--- src/rtl/gin_pe_fifo_if.sv ---
// rtl/gin_pe_fifo_if.sv - X-bus ingress and PE egress handshake bundle for gin_pe_fifo
interface gin_pe_fifo_if #(
  parameter int DATA_WIDTH = 64,
  parameter int WORD_WIDTH = 16
);
  logic [DATA_WIDTH-1:0] data_in;
  logic                  enable_in;
  logic                  ready_out;
  logic [WORD_WIDTH-1:0] data_out;
  logic                  valid_out;
  logic                  ready_in;
  logic                  last_out;

  modport master (
    output data_in, enable_in, ready_in,
    input  ready_out, data_out, valid_out, last_out
  );

  modport slave (
    input  data_in, enable_in, ready_in,
    output ready_out, data_out, valid_out, last_out
  );
endinterface

--- src/rtl/gin_pe_fifo.sv ---
// rtl/gin_pe_fifo.sv - per-PE GIN packet FIFO that unpacks packets into words LSB-first
// Optional occupancy output enabled by defining GIN_PE_FIFO_OCC_EN.
module gin_pe_fifo #(
  parameter int DATA_WIDTH = 64,
  parameter int WORD_WIDTH = 16,
  parameter int DEPTH      = 4
) (
  input  logic                       clk,
  input  logic                       reset,
  input  logic                       clear,
  gin_pe_fifo_if.slave               gin
`ifdef GIN_PE_FIFO_OCC_EN
  ,
  output logic [$clog2(DEPTH+1)-1:0] occupancy
`endif
);
  localparam int WPE = DATA_WIDTH / WORD_WIDTH;
  localparam int CW  = $clog2(DEPTH + 1);
  localparam int PW  = $clog2(DEPTH);
  localparam int WW  = (WPE > 1) ? $clog2(WPE) : 1;
  localparam logic [CW-1:0] FULL_C = CW'(DEPTH);
  localparam logic [WW-1:0] WLAST  = WW'(WPE - 1);

  logic [DATA_WIDTH-1:0] mem_q [DEPTH];
  logic [DATA_WIDTH-1:0] mem_d [DEPTH];
  logic [PW-1:0]         wr_ptr_q, wr_ptr_d;
  logic [PW-1:0]         rd_ptr_q, rd_ptr_d;
  logic [CW-1:0]         count_q, count_d;
  logic [WW-1:0]         widx_q, widx_d;

  logic                  ready;
  logic                  valid;
  logic                  push;
  logic                  pop;
  logic                  retire;
  logic [DATA_WIDTH-1:0] head;

  always_comb begin
    ready    = (count_q != FULL_C);
    valid    = (count_q != '0);
    head     = mem_q[rd_ptr_q];
    push     = gin.enable_in && ready;
    pop      = valid && gin.ready_in;
    retire   = pop && (widx_q == WLAST);
    mem_d    = mem_q;
    wr_ptr_d = wr_ptr_q;
    rd_ptr_d = rd_ptr_q;
    count_d  = count_q;
    widx_d   = widx_q;
    if (clear) begin
      wr_ptr_d = '0;
      rd_ptr_d = '0;
      count_d  = '0;
      widx_d   = '0;
    end else begin
      if (push) begin
        mem_d[wr_ptr_q] = gin.data_in;
        wr_ptr_d        = wr_ptr_q + PW'(1);
      end
      if (pop) begin
        if (retire) begin
          widx_d   = '0;
          rd_ptr_d = rd_ptr_q + PW'(1);
        end else begin
          widx_d   = widx_q + WW'(1);
        end
      end
      // A full FIFO never pushes, so push-and-retire only happens below DEPTH.
      case ({push, retire})
        2'b10:   count_d = count_q + CW'(1);
        2'b01:   count_d = count_q - CW'(1);
        default: count_d = count_q;
      endcase
    end
  end

  always_ff @(posedge clk or negedge reset) begin
    if (!reset) begin
      for (int i = 0; i < DEPTH; i++) mem_q[i] <= '0;
      wr_ptr_q <= '0;
      rd_ptr_q <= '0;
      count_q  <= '0;
      widx_q   <= '0;
    end else begin
      mem_q    <= mem_d;
      wr_ptr_q <= wr_ptr_d;
      rd_ptr_q <= rd_ptr_d;
      count_q  <= count_d;
      widx_q   <= widx_d;
    end
  end

  assign gin.ready_out = ready;
  assign gin.valid_out = valid;
  assign gin.last_out  = valid && (widx_q == WLAST);
  assign gin.data_out  = head[widx_q*WORD_WIDTH +: WORD_WIDTH];

`ifdef GIN_PE_FIFO_OCC_EN
  assign occupancy = count_q;
`endif
endmodule

--- src/flat_wrapper.sv ---
// flat-port wrapper written by rule: the top's interface ports become plain ports
module gin_pe_fifo_flat 
#(
  parameter int DATA_WIDTH = 64,
  parameter int WORD_WIDTH = 16,
  parameter int DEPTH      = 4
)
  (clk, reset, clear, gin_data_in, gin_enable_in, gin_ready_in, gin_ready_out, gin_data_out, gin_valid_out, gin_last_out);
  gin_pe_fifo_if #(.DATA_WIDTH(DATA_WIDTH), .WORD_WIDTH(WORD_WIDTH)) gin_i ();
  input  logic clk;
  input  logic reset;
  input  logic clear;
  input wire logic [$bits(gin_i.data_in)-1:0] gin_data_in;
  input wire logic [$bits(gin_i.enable_in)-1:0] gin_enable_in;
  input wire logic [$bits(gin_i.ready_in)-1:0] gin_ready_in;
  output wire logic [$bits(gin_i.ready_out)-1:0] gin_ready_out;
  output wire logic [$bits(gin_i.data_out)-1:0] gin_data_out;
  output wire logic [$bits(gin_i.valid_out)-1:0] gin_valid_out;
  output wire logic [$bits(gin_i.last_out)-1:0] gin_last_out;
  assign gin_i.data_in = gin_data_in;
  assign gin_i.enable_in = gin_enable_in;
  assign gin_i.ready_in = gin_ready_in;
  assign gin_ready_out = gin_i.ready_out;
  assign gin_data_out = gin_i.data_out;
  assign gin_valid_out = gin_i.valid_out;
  assign gin_last_out = gin_i.last_out;
  gin_pe_fifo #(.DATA_WIDTH(DATA_WIDTH), .WORD_WIDTH(WORD_WIDTH), .DEPTH(DEPTH)) u_core (.clk(clk), .reset(reset), .clear(clear), .gin(gin_i));
endmodule
--- config.mk ---
export PLATFORM = sky130hd
export DESIGN_NAME = gin_pe_fifo_flat
export DESIGN_NICKNAME = d
export VERILOG_FILES = /design/src/rtl/gin_pe_fifo_if.sv /design/src/rtl/gin_pe_fifo.sv /design/src/flat_wrapper.sv
export SDC_FILE = /design/constraint.sdc
export NUM_CORES = 1
export LEC_CHECK = 0
export ABC_AREA = 1
export ABC_CLOCK_PERIOD_IN_PS = 2050
export CAP_MARGIN = 25
export CORE_AREA = 8 8 235 237
export CTS_BUF_LIST = sky130_fd_sc_hd__clkbuf_16
export CTS_CLUSTER_SIZE = 20
export DETAILED_ROUTE_END_ITERATION = 7
export DIE_AREA = 0 0 243 245
export GPL_TIMING_DRIVEN = 0
export HOLD_SLACK_MARGIN = 0.05
export SLEW_MARGIN = 20
export SYNTH_ARGS = -nofsm -noshare
export SYNTH_HDL_FRONTEND = slang
export SYNTH_SLANG_ARGS = --single-unit
--- constraint.sdc ---
create_clock -name clk -period 2.05 [get_ports clk]
set_input_delay 0.3075 -clock clk [delete_from_list [all_inputs] [get_ports clk]]
set_output_delay 0.3075 -clock clk [all_outputs]
set_load 0.02 [all_outputs]
* Yosys cells after proc, flatten, opt, wreduce, memory -nomap -nowiden
Index checks and enable logic that the tools add are counted.
** Word-level totals
- Register bits :: 265
- Output and inout port bits :: 19
** Operators by class
- Add/sub/neg operators :: 5
- Magnitude comparators :: 3
- Equality and inequality tests :: 4
- Shifts and indexed selects :: 1
- Muxes and demuxes :: 16
- Bitwise operators :: 3
- Reduce and logical (&&, ||, !) cells :: 12
** Operators by type and width (number)
- $bwmux 256 :: 1
- $mux 64 :: 3
- $bmux 64 s2 :: 1
- $demux 64 s2 :: 1
- $shiftx 64x7->16 :: 1
- $mux 2 :: 8
- $add 2x1->2 const B :: 3
- $ge 3x3->1 const B :: 2
- $not 2->3 :: 2
- $pmux 3 s2 :: 1
- $reduce_bool 2->1 :: 3
- $reduce_bool 3->1 :: 2
- $logic_and 1x1->1 :: 5
- $eq 2x2->1 const B :: 2
- $reduce_and 2->1 :: 2
- $add 3x1->3 const B :: 1
- $lt 3x1->1 const B :: 1
- $mux 3 :: 1
- $ne 3x3->1 const B :: 1
- $sub 3x1->3 const B :: 1
- $eq 2x1->1 const B :: 1
- $not 1->1 :: 1

* Longest topological paths before layout
Gate-level depths: netlist of run 1.
- Depth in word-level cells :: 6
- Gate-level depth with buffers :: 11
- Gate-level depth less buffers :: 11

* Worst setup path after synthesis of run 1
Ideal clock, no wire load.
- Path kind :: reg-to-reg
- Start :: register u_core.count_q[0]
- End :: register u_core.count_q[2]
- Library setup time :: 0.066 ns
- Data arrival time :: 1.761 ns
- Data required time :: 1.984 ns
- Setup slack :: 0.223 ns
- Cell stages (with the launch flop) :: 11
- Clock period less this slack :: 1.827 ns
- Path through :: dfrtp_1 -> nor2_4 -> a21oi_1 -> nand3_1 -> inv_1 -> fa_1 -> xor2_1 -> nand3b_1 -> nand2_1 -> nand2_1 -> nand2_1
** Between the ends
- Longest elaborated chain between the ends :: 6
- Elaborated cells between the ends (all ways) :: 12
- Those cells by class :: 2 x add/sub; 3 x eq/ne; 2 x mux; 5 x reduce/logical
** RTL lines
- start, declared :: RTL line gin_pe_fifo.sv:28 : logic [CW-1:0] count_q, count_d;
- start signal, assigned :: RTL line gin_pe_fifo.sv:88 : count_q <= count_d;
- $reduce_bool 3->1 :: RTL line gin_pe_fifo.sv:40 : valid = (count_q != '0);
- $logic_and 1x1->1 :: RTL line gin_pe_fifo.sv:43 : pop = valid && gin.ready_in;
- $logic_and 1x1->1 :: RTL line gin_pe_fifo.sv:44 : retire = pop && (widx_q == WLAST);
- $eq 2x1->1 / $eq 2x2->1 (equally long branches) :: RTL line gin_pe_fifo.sv:69 : case ({push, retire})
- $pmux 3 s2 :: RTL line gin_pe_fifo.sv:69
- $mux 3 :: RTL line gin_pe_fifo.sv:50 : if (clear) begin
Parallel ways exist; a longest one is shown, timed or not.
A chain may end at the register's enable or synchronous reset.

* Final worst setup path of run 1
- Start :: register u_core.rd_ptr_q[0]
- End :: output gin_data_out[10]
** Between the ends
- Longest elaborated chain between the ends :: 5
** RTL lines
- start, declared :: RTL line gin_pe_fifo.sv:27 : logic [PW-1:0] rd_ptr_q, rd_ptr_d;
- start signal, assigned :: RTL line gin_pe_fifo.sv:87 : rd_ptr_q <= rd_ptr_d;
- $not 2->3 (not written as such) :: RTL line gin_pe_fifo.sv:41 : head = mem_q[rd_ptr_q];
- $bmux 64 s2 :: RTL line gin_pe_fifo.sv:41
- $mux 64 (not written as such) (2 in a row) :: RTL line gin_pe_fifo.sv:41
- $shiftx 64x7->16 :: RTL line gin_pe_fifo.sv:96 : assign gin.data_out = head[widx_q*WORD_WIDTH +: WORD_WIDTH];
- end, declared :: RTL line flat_wrapper.sv:17 : output wire logic [$bits(gin_i.data_out)-1:0] gin_data_out;
Every way passes these cells. The select of a mux whose other input is x is not followed.

==> reports/qor.yml, run 1 <==
synth-async-reset-ratio: 1.00
syn_inst: 1447
period_needed_ns: 2.77
diodes: 0
die_y_um: 245
avgViaCountPerCell: 4.87
p_per_area_nw_per_um2: 986
clock_latency_ns: 0.57
cts_buffers: 30
avgSynthCellArea_um2: 8.81
synth_seq_area_share: 0.520
drv_cap: 0
dp.cells: 2224
drive_above_1_share: 0.184
final_cell_count_no_fill: 2300
die_x_um: 243
worst_slack_ns: -0.723
whs_ns: 0.336
clock.fmax_ghz: 0.361
cp_slowest_stage_delay_ns: 0.45
die_area_um2: 59500
grt-ovfl-total: 0
fillers: 5437
initialDrtViolationCount: 1251
violations: "negative setup slack"
finalSetupViolCount: 16
layout_commonest_cell: "nand2_1"
ys_top_cells_by_area: "dfrtp_1 (52%), nand2_1 (9.0%), o21ai_1 (8.2%)"
crit_required_ns: 1.74
final_cell_mix: "nand2_1 (289), dfrtp_1 (262), o21ai_1 (218)"
cts.clk_slew.worst_paths_ns: 0.06
ant_nets: 0
use_met3: 0.0386
cpMostUsedCell: "buf_8"
cts_tree: "built"
first_pass_iters: 6
crit_chain: "buf_8, clkinv_8, buf_16, buf_8, o21ai_1, o211ai_1, nand3_1, nand2_2, buf_6"
final_max_slew_viol_count: 0
port_buffers: 87
cts_root_buffer: "clkbuf_16"
crit_fanout: 5
hold_viol_final: 0
cp_data_arrival_time_ns: 2.47
gp_congestion: 0.978
post-route-util: 0.317
grt_pass1_wl_um: 71000
syn_to_final_growth_pct: 28.6
rsz0062_at_grt: "true"
syn_area_um2: 12700
synth-edff-count: 0
fin_nets: 1663
synthFlopType: "dfrtp_1"
finClkSkew_ns: 0.00944
busiest_layer: "met2"
crit_path_top_delay_cell: "dfrtp_2"
worst_slew_pin_slew_ns: 0.731
wirelength_um: 47300
synth_seq_cells: 265
synth_top_area_frac: 0.520
total_power_mw: 16.2
startpoint_type: "flip-flop"
syn-num-nets: 1522
outcome: "finished with violations"
peakVddDrop_v: 0.000556
cts_buffer_depth: 3
grt_usage: 0.154
grt_max_degree: 96
worst-setup-path-type: "reg2out"
grt.met2_usage: 0.240
row_count: 84
max-slew-margin-rel: 0.513
grt_pass1_vias: 11100
vias: 11200
antenna_found_initial: 0
cts_sinks: 265
synth_cell_types: 27
initial_core_util: 0.246
ys_warn_count: 0
drcViolationCount: 0
power.leakage_nw: 7.54
core_area_um2: 51700
cp-end-kind: "output pin"
worst_hold_path_type: "in2async"
grt.met1_usage: 0.209
htree_levels: 1
io_pins: 88
finalCritPeriodShare: 1.35
avgRoutedWirePerCell_um: 20.6
synth_top_cell_by_area: "dfrtp_1"
hpwl_um: 32900
registers in the layout, summed over array words and instances, names as in the netlist:
signal / count
u_core.mem_q: 256
u_core.rd_ptr_q: 2
u_core.count_q: 3
u_core.wr_ptr_q: 2
u_core.widx_q: 2
kinds of logic (layout without fill, tap and decap cells):
| group | count (synthesis) | count (layout) | share of synthesized area |
|---|---|---|---|
| buf+inv | 231 | 396 | 0.106 |
| xor+xnor | 1 | 1 | 0.000687 |
| simple gates | 457 | 457 | 0.144 |
| flops | 265 | 265 | 0.520 |
| compound gates | 487 | 487 | 0.222 |
| fa+ha+maj | 6 | 6 | 0.00648 |
where the power goes:
| part | switching (mW) | internal, mW | total (mW) |
|---|---|---|---|
| combinational | 1.90 | 1.37 | 3.27 |
| clock | 2.26 | 3.36 | 5.61 |
| sequential | 0.724 | 6.55 | 7.28 |
| total | 4.88 | 11.3 | 16.2 |
per-stage QoR:
stage	cell area (µm²)	setup TNS, ns	worst slack (ns)
after floorplan	12700	0	0.223
after global placement	14500	-2800.42	-10.54
after detailed placement	14500	-18.33	-1.28
after CTS	16200	-9.80	-0.655
after global routing	16400	-10.79	-0.726
final	16400	-10.48	-0.723
path summary, 6_finish.rpt:
| path | startpoint | end | slack (ns) | cells past startpoint |
|---|---|---|---|---|
| min in group clk | gin_data_in[16] | u_core.mem_q[144] | 0.36 | 3 |
| hold reg to reg | u_core.mem_q[158] | u_core.mem_q[158] | 0.47 | 2 |
| hold / removal | reset | u_core.mem_q[85] | 0.34 | 2 |
| max in group asynchronous | reset | u_core.count_q[1] | 0.74 | 3 |
| setup / recovery | u_core.rd_ptr_q[0] | gin_data_out[10] | -0.72 | 9 |
| setup reg to reg | u_core.count_q[1] | u_core.count_q[2] | 0.13 | 10 |
Yosys cell counts (2+ instances only):
master and instances:
o211ai_1 80, o21ai_1 208, buf_4 8, inv_1 120
clkbuf_8 2, buf_6 55, clkinv_1 2, o21ai_2 52
a21oi_1 34, buf_1 5, nand3_1 39, nand2_4 6
nand2_1 305, ha_1 5, o21ai_0 113, buf_2 15
nor2_1 102, clkbuf_1 23, dfrtp_1 265
worst max-delay path, delay by kind of cell, from the launching register on:
kind | cells | cell delay (ns)
DFF | 1 | 0.45
AOI/OAI and AO/OA | 2 | 0.45
and+or+nand+nor | 2 | 0.39
buffers and inverters | 5 | 0.59
cell type report:
class	count	area [µm²]	area share
clock buffers	31	776	0.0473
multi-input cells	951	4930	0.301
well taps	688	861	0.0525
inverters	123	483	0.0295
flip-flops and latches	265	6640	0.405
plain buffers	107	1190	0.0726
repair buffers	110	1270	0.0774
clock inverters	25	248	0.0151
per-layer routing:
layer,vias up,share of wire
li1,5120,-
met1,5485,0.42
met2,507,0.46
met3,95,0.092
met4,0,0.030
met5,-,0
timing repair:
item / 4_1_cts / 5_1_grt
hold buffers: 1 / 0
gates cloned: 5 / 2
gates resized for setup: 248 / 42
hold endpoints to repair: 86 / 0
setup endpoints to repair: 19 / 18
pin swaps: 53 / 50
buffers inserted: 12 / 1
No activity file was read; power rests on OpenSTA's default activity.
==> inputs of run 2 (changes only) <==
Settings changed: CORE_AREA 8 8 235 237 to 5 5 298 183, DIE_AREA 0 0 243 245 to 0 0 303 188.
==> reports/qor.yml, run 2 (same netlist as run 1, synthesis figures left out) <==
post-route-util: 0.313  # -0.00428
outcome: "finished with violations"
largest_reg_flops: 256  # unchanged
worst_hold_path_type: "in2async"
ant_nets: 0  # unchanged
hold_viol_final: 0  # unchanged
worst_slew_pin_slew_ns: 0.719  # -0.0119 ns
violations: "negative setup slack"
final_cell_mix: "nand2_1 (288), dfrtp_1 (262), o21ai_1 (218)"
max-slew-margin-rel: 0.519  # +0.00579
grt_pass1_vias: 11000  # -1.2%
initial_core_util: 0.246  # about the same
final_cell_count_no_fill: 2318  # +0.78%
seqCellArea_um2: 6640  # unchanged
port_buffers: 87  # unchanged
die_area_um2: 57000  # -4.3%
antenna_found_initial: 0  # unchanged
fillers: 5421  # -0.29%
cts_sinks: 265  # unchanged
finalCritPeriodShare: 1.47  # +0.113
grt_max_degree: 83  # -14%
grt_usage: 0.163  # +0.00857
cp-end-kind: "output pin"
regMostFlops: "u_core.mem_q"
drive_above_1_share: 0.186  # +0.00152
vias: 11300  # +0.39%
cts.clk_slew.worst_paths_ns: 0.07  # about the same
drcViolationCount: 0  # unchanged
wl_met1_um: 21000  # +5.1%
finClkSkew_ns: 0.0126  # +0.00316 ns
gp_congestion: 0.932  # -4.8%
initialDrtViolationCount: 1593  # +27%
wirelength_um: 47900  # +1.3%
crit_chain: "buf_6, inv_8, buf_12, buf_8, nor2_1, o211ai_1, nand3_1, nand2_2, buf_4"
cp_slowest_stage_delay_ns: 0.54  # +0.09 ns
peakVddDrop_v: 0.000765  # +38%
clock.fmax_ghz: 0.333  # -7.7%
worst_slack_ns: -0.954  # -0.231 ns
power.leakage_nw: 7.41  # -1.7%
io_pins: 88  # unchanged
avgViaCountPerCell: 4.85  # -0.39%
rsz0062_at_grt: "true"
cts_buffer_depth: 3  # unchanged
crit_fanout: 10  # +5
first_pass_iters: 8  # +2
p_per_area_nw_per_um2: 947  # -4.0%
multiInputGateArea_um2: 4910  # -0.36%
layout_commonest_cell: "nand2_1"
cts_buffers: 26  # -13%
top_layer_used: "met5"
die_y_um: 188  # -23%
htree_levels: 1  # unchanged
finalSetupViolCount: 16  # unchanged
grt_pass1_wl_um: 70000  # -1.3%
clock_latency_ns: 0.55  # -0.02 ns
worst-setup-path-type: "reg2out"
met2WireLength_um: 19000  # -12%
reg_top3: "u_core.mem_q (256), u_core.count_q (3)"
die_x_um: 303  # +25%
hpwl_um: 34000  # +3.4%
grt-ovfl-total: 0  # unchanged
period_needed_ns: 3.00  # +0.231 ns
syn_to_final_growth_pct: 26.9
crit_required_ns: 1.74  # about the same
diodes: 0  # unchanged
reg2reg_slack_ns: 0.17  # +0.04 ns
avgRoutedWirePerCell_um: 20.7  # +0.48%
cts_root_buffer: "clkbuf_16"
crit_path_top_delay_cell: "o211ai_1"
cts_tree: "built"
fin_nets: 1670  # +0.42%
wl_met3_um: 6840  # +57%
startpoint_type: "flip-flop"
core_area_um2: 51700  # about the same
cp_data_arrival_time_ns: 2.70  # +0.23 ns
drv_cap: 0  # unchanged
dp.cells: 2240  # +0.72%
final_max_slew_viol_count: 0  # unchanged
row_count: 65  # -23%
-- run 2: cell types whose count changed in the layout (fill, tap and decap cells not counted), moves of 4 or more --
| cell | delta |
|---|---|
| buf_4 | +12 |
| clkbuf_16 | -4 |
| bufinv_16 | -4 |
| nor2_1 | -5 |
| nor2_2 | +6 |
-- run 2: critical path: cells and delay by family (launching register included) --
| family | cells | cell delay (ns) |
|---|---|---|
| buf+inv | 5 | 0.68 |
| flops | 1 | 0.48 |
| compound gates | 1 | 0.54 |
| simple gates | 3 | 0.40 |
-- run 2: metal layers --
| metal | vias up | global-route usage |
|---|---|---|
| met4 | 2 | 0.0318 |
| met3 | 79 | 0.0772 |
| met1 | 5460 | 0.236 |
| li1 | 5111 | - |
| met2 | 599 | 0.220 |
| met5 | - | 0 |
-- run 2: final cells by class --
type / instances / share of cell area
tap: 703 / 0.0544
clock buffer: 27 / 0.0418
buffer: 108 / 0.0702
inverter: 123 / 0.0294
clock inverter: 21 / 0.00750
sequential: 265 / 0.410
timing repair buffer: 120 / 0.0828
multi-input combinational: 951 / 0.304
-- run 2: report_power, final --
part           total, mW  switching, mW  internal, mW
Clock               4.67           2.16          2.51
Combinational       3.33           1.96          1.37
Sequential          7.32          0.769          6.55
Total               15.3           4.89          10.4
-- run 2: path summary, 6_finish.rpt --
| path | from | end | cells after the start |
|---|---|---|---|
| worst max-delay path | u_core.rd_ptr_q[0] | gin_data_out[3] | 9 |
| worst min-delay path | reset | u_core.count_q[1] | 2 |
| worst max register to register | u_core.count_q[1] | u_core.count_q[2] | 10 |
| worst min register to register | u_core.mem_q[111] | u_core.mem_q[111] | 2 |
| max in group asynchronous | reset | u_core.mem_q[162] | 4 |
| min in group clk | gin_data_in[37] | u_core.mem_q[101] | 3 |
-- run 2: per-stage QoR --
step                hold slack [ns]  setup WS (ns)  instance area, µm²  setup TNS [ns]  total power [mW]
CTS                           0.238         -0.790               15900          -11.99              15.2
global route                  0.266         -0.945               16200          -13.38              16.1
floorplan                    0.0119          0.223               12700               0              9.15
detailed placement            0.207          -1.45               14600          -21.70              10.5
finish                        0.229         -0.954               16200          -13.09              15.3
global placement              0.458         -10.54               14500        -2804.76              10.4
-- run 2: what timing repair did --
| item | 4_1_cts | 5_1_grt |
|---|---|---|
| cloned | 3 | 3 |
| pin swaps | 54 | 51 |
| endpoints found under the setup margin | 20 | 18 |
| gates resized for setup | 207 | 63 |
| hold buffers | 1 | 0 |
| endpoints found under the hold margin | 153 | 0 |
| setup buffers | 13 | 12 |
==> inputs of run 3 (changes only) <==
Settings changed: CORE_AREA 5 5 298 183 to 2 2 295 180, DIE_AREA 0 0 303 188 to 0 0 297 182.
==> reports/qor.yml, run 3 (same netlist as run 1, synthesis figures left out) <==
p_per_area_nw_per_um2: 965  # +2.0%
cp_slowest_stage_delay_ns: 0.54  # about the same
worst_hold_path_type: "in2async"
cp_data_arrival_time_ns: 2.70  # about the same
wirelength_um: 47700  # -0.49%
die_x_um: 297  # -2.0%
io_pins: 88  # unchanged
crit_chain: "buf_6, inv_8, buf_12, buf_12, nor2_2, o211ai_1, nand3_1, nand2_2, buf_6"
die_y_um: 182  # -3.2%
vias: 11300  # +0.22%
finalSetupViolCount: 16  # unchanged
hold_viol_final: 0  # unchanged
max-slew-margin-rel: 0.543  # +0.0239
regMostFlops: "u_core.mem_q"
initialDrtViolationCount: 1341  # -16%
drcViolationCount: 0  # unchanged
grt_pass1_vias: 11100  # +1.4%
switching_power_mw: 4.87  # -0.37%
gp_congestion: 0.910  # -2.3%
cts_tree: "built"
cts.clk_slew.worst_paths_ns: 0.06  # about the same
violations: "negative setup slack"
core_area_um2: 51700  # unchanged
finalCritPeriodShare: 1.47  # about the same
rsz0062_at_grt: "true"
grt_max_degree: 97  # +17%
timing.rr.start: "u_core.count_q[0]"
drv_cap: 0  # unchanged
worst-setup-path-type: "reg2out"
ant_nets: 0  # unchanged
layout_commonest_cell: "nand2_1"
antenna_found_initial: 2  # +2
r2r_cells: 10  # unchanged
cp-end-kind: "output pin"
critPathTopFamily: "buffers and inverters"
clock.fmax_ghz: 0.333  # about the same
final_cell_mix: "nand2_1 (289), dfrtp_1 (263), o21ai_1 (213)"
syn_to_final_growth_pct: 25.2
first_pass_iters: 5  # -3
p_int_mw: 10.5  # +1.1%
r2r_end: "u_core.count_q[2]"
cts_buffer_depth: 3  # unchanged
cts_buffers: 27  # +3.8%
worst_slew_pin_slew_ns: 0.683  # -0.0357 ns
fin_nets: 1659  # -0.66%
finClkSkew_ns: 0.00972  # -0.00289 ns
grt-ovfl-total: 0  # unchanged
hpwl_um: 33600  # -1.1%
grt_pass1_wl_um: 70900  # +1.2%
tns_ns: -13.03  # +0.0590 ns
p_comb_frac: 0.213  # -0.004
die_area_um2: 54100  # -5.1%
p_clk_frac: 0.313  # +0.008
peakVddDrop_v: 0.000584  # -24%
htree_levels: 1  # unchanged
drive_above_1_share: 0.173  # -0.0131
largest_reg_flops: 256  # unchanged
switching_share: 0.316  # -0.00321
cts_sinks: 265  # unchanged
crit_required_ns: 1.74  # about the same
period_needed_ns: 3.00  # +0.000265 ns
row_count: 65  # unchanged
avgRoutedWirePerCell_um: 20.7  # about the same
worst_slack_ns: -0.954  # -0.000265 ns
crit_buf_inv: 5  # unchanged
reg2reg_slack_ns: 0.17  # about the same
startpoint_type: "flip-flop"
crit_fanout: 5  # -5
dpl_worst_slack_ns: -1.56  # -0.106 ns
avgViaCountPerCell: 4.89  # +0.66%
cts_root_buffer: "clkbuf_16"
initial_core_util: 0.246  # unchanged
power.leakage_nw: 7.38  # -0.43%
clock_latency_ns: 0.56  # about the same
seq_power_share: 0.474  # -0.004
final_max_slew_viol_count: 0  # unchanged
grt_usage: 0.174  # +0.0112
port_buffers: 87  # unchanged
crit_path_top_delay_cell: "o211ai_1"
total_power_mw: 15.4  # +0.64%
outcome: "finished with violations"
reg_top3: "u_core.mem_q (256), u_core.count_q (3)"
## run 3: cell count changes in the layout (fill, tap and decap cells not counted), sizes merged
| cell | previous run | this run |
|---|---|---|
| clkinv | 18 | 14 |
| clkinvlp | 1 | 0 |
| diode | 0 | 1 |
| inv | 124 | 129 |
| buf | 132 | 120 |
| bufinv | 1 | 2 |
| bufbuf | 0 | 1 |
| clkbuf | 53 | 52 |
## run 3: worst min-delay path: stages
cell and delay (ns):
dlygate4sd3_1 0.57, buf_8 0.11, buf_16 0.37
## run 3: per-layer routing
metal	global-route usage	vias to the layer above	share of wire	routed length, µm
met2	0.247	578	0.41	19700
met3	0.0759	90	0.13	6260
met5	0	-	0	0
met4	0.0430	0	0.026	1230
li1	-	5089	-	-
met1	0.239	5519	0.43	20500
## run 3: metrics by stage
stage,util,hold slack (ns),std cells,cell area [µm²]
after CTS,0.307,0.373,2302,15900
after global placement,0.280,0.460,2237,14500
after global routing,0.309,0.387,2307,16000
after floorplan,-,0.0119,1447,12700
after detailed placement,0.282,0.374,2240,14600
final,0.309,0.374,2308,16000
## run 3: repair_timing
item                                    CTS  global route
hold endpoints to repair                 95             0
resized for setup                       204            23
endpoints found under the setup margin   20            18
hold buffers                              1             0
pin swaps                                57            32
gates cloned                              4             0
buffers inserted                          8             7
## run 3: cell type report
| cell class | count | area, µm² |
|---|---|---|
| fill | 5470 | 35800 |
| sequential | 265 | 6630 |
| multi-input combinational | 951 | 4850 |
| timing repair buffer | 109 | 1220 |
| buffer | 107 | 1080 |
| tap | 703 | 880 |
| clock buffer | 27 | 676 |
| inverter | 123 | 475 |
| clock inverter | 22 | 150 |
| antenna | 1 | 2.50 |
## run 3: power groups by stage
stage	Clock (mW)	Sequential (mW)	Combinational, mW
global route	5.11	7.43	3.65
CTS	4.86	7.26	3.26
detailed placement	0	7.33	3.19
finish	4.83	7.30	3.28
global placement	0	7.30	3.05
floorplan	0	7.12	2.03
## run 3: worst max-delay path by stage
stage | depth (start not counted) | start | endpoint | slack (ns)
after CTS | 9 | u_core.rd_ptr_q[0] | gin_data_out[8] | -0.79
final | 9 | u_core.rd_ptr_q[0] | gin_data_out[10] | -0.95
after global placement | 1 | reset | u_core.mem_q[104] | -10.76
after floorplan | 10 | u_core.count_q[0] | u_core.count_q[2] | 0.22
after detailed placement | 7 | u_core.widx_q[0] | gin_data_out[3] | -1.56
after global routing | 9 | u_core.rd_ptr_q[0] | gin_data_out[8] | -0.95
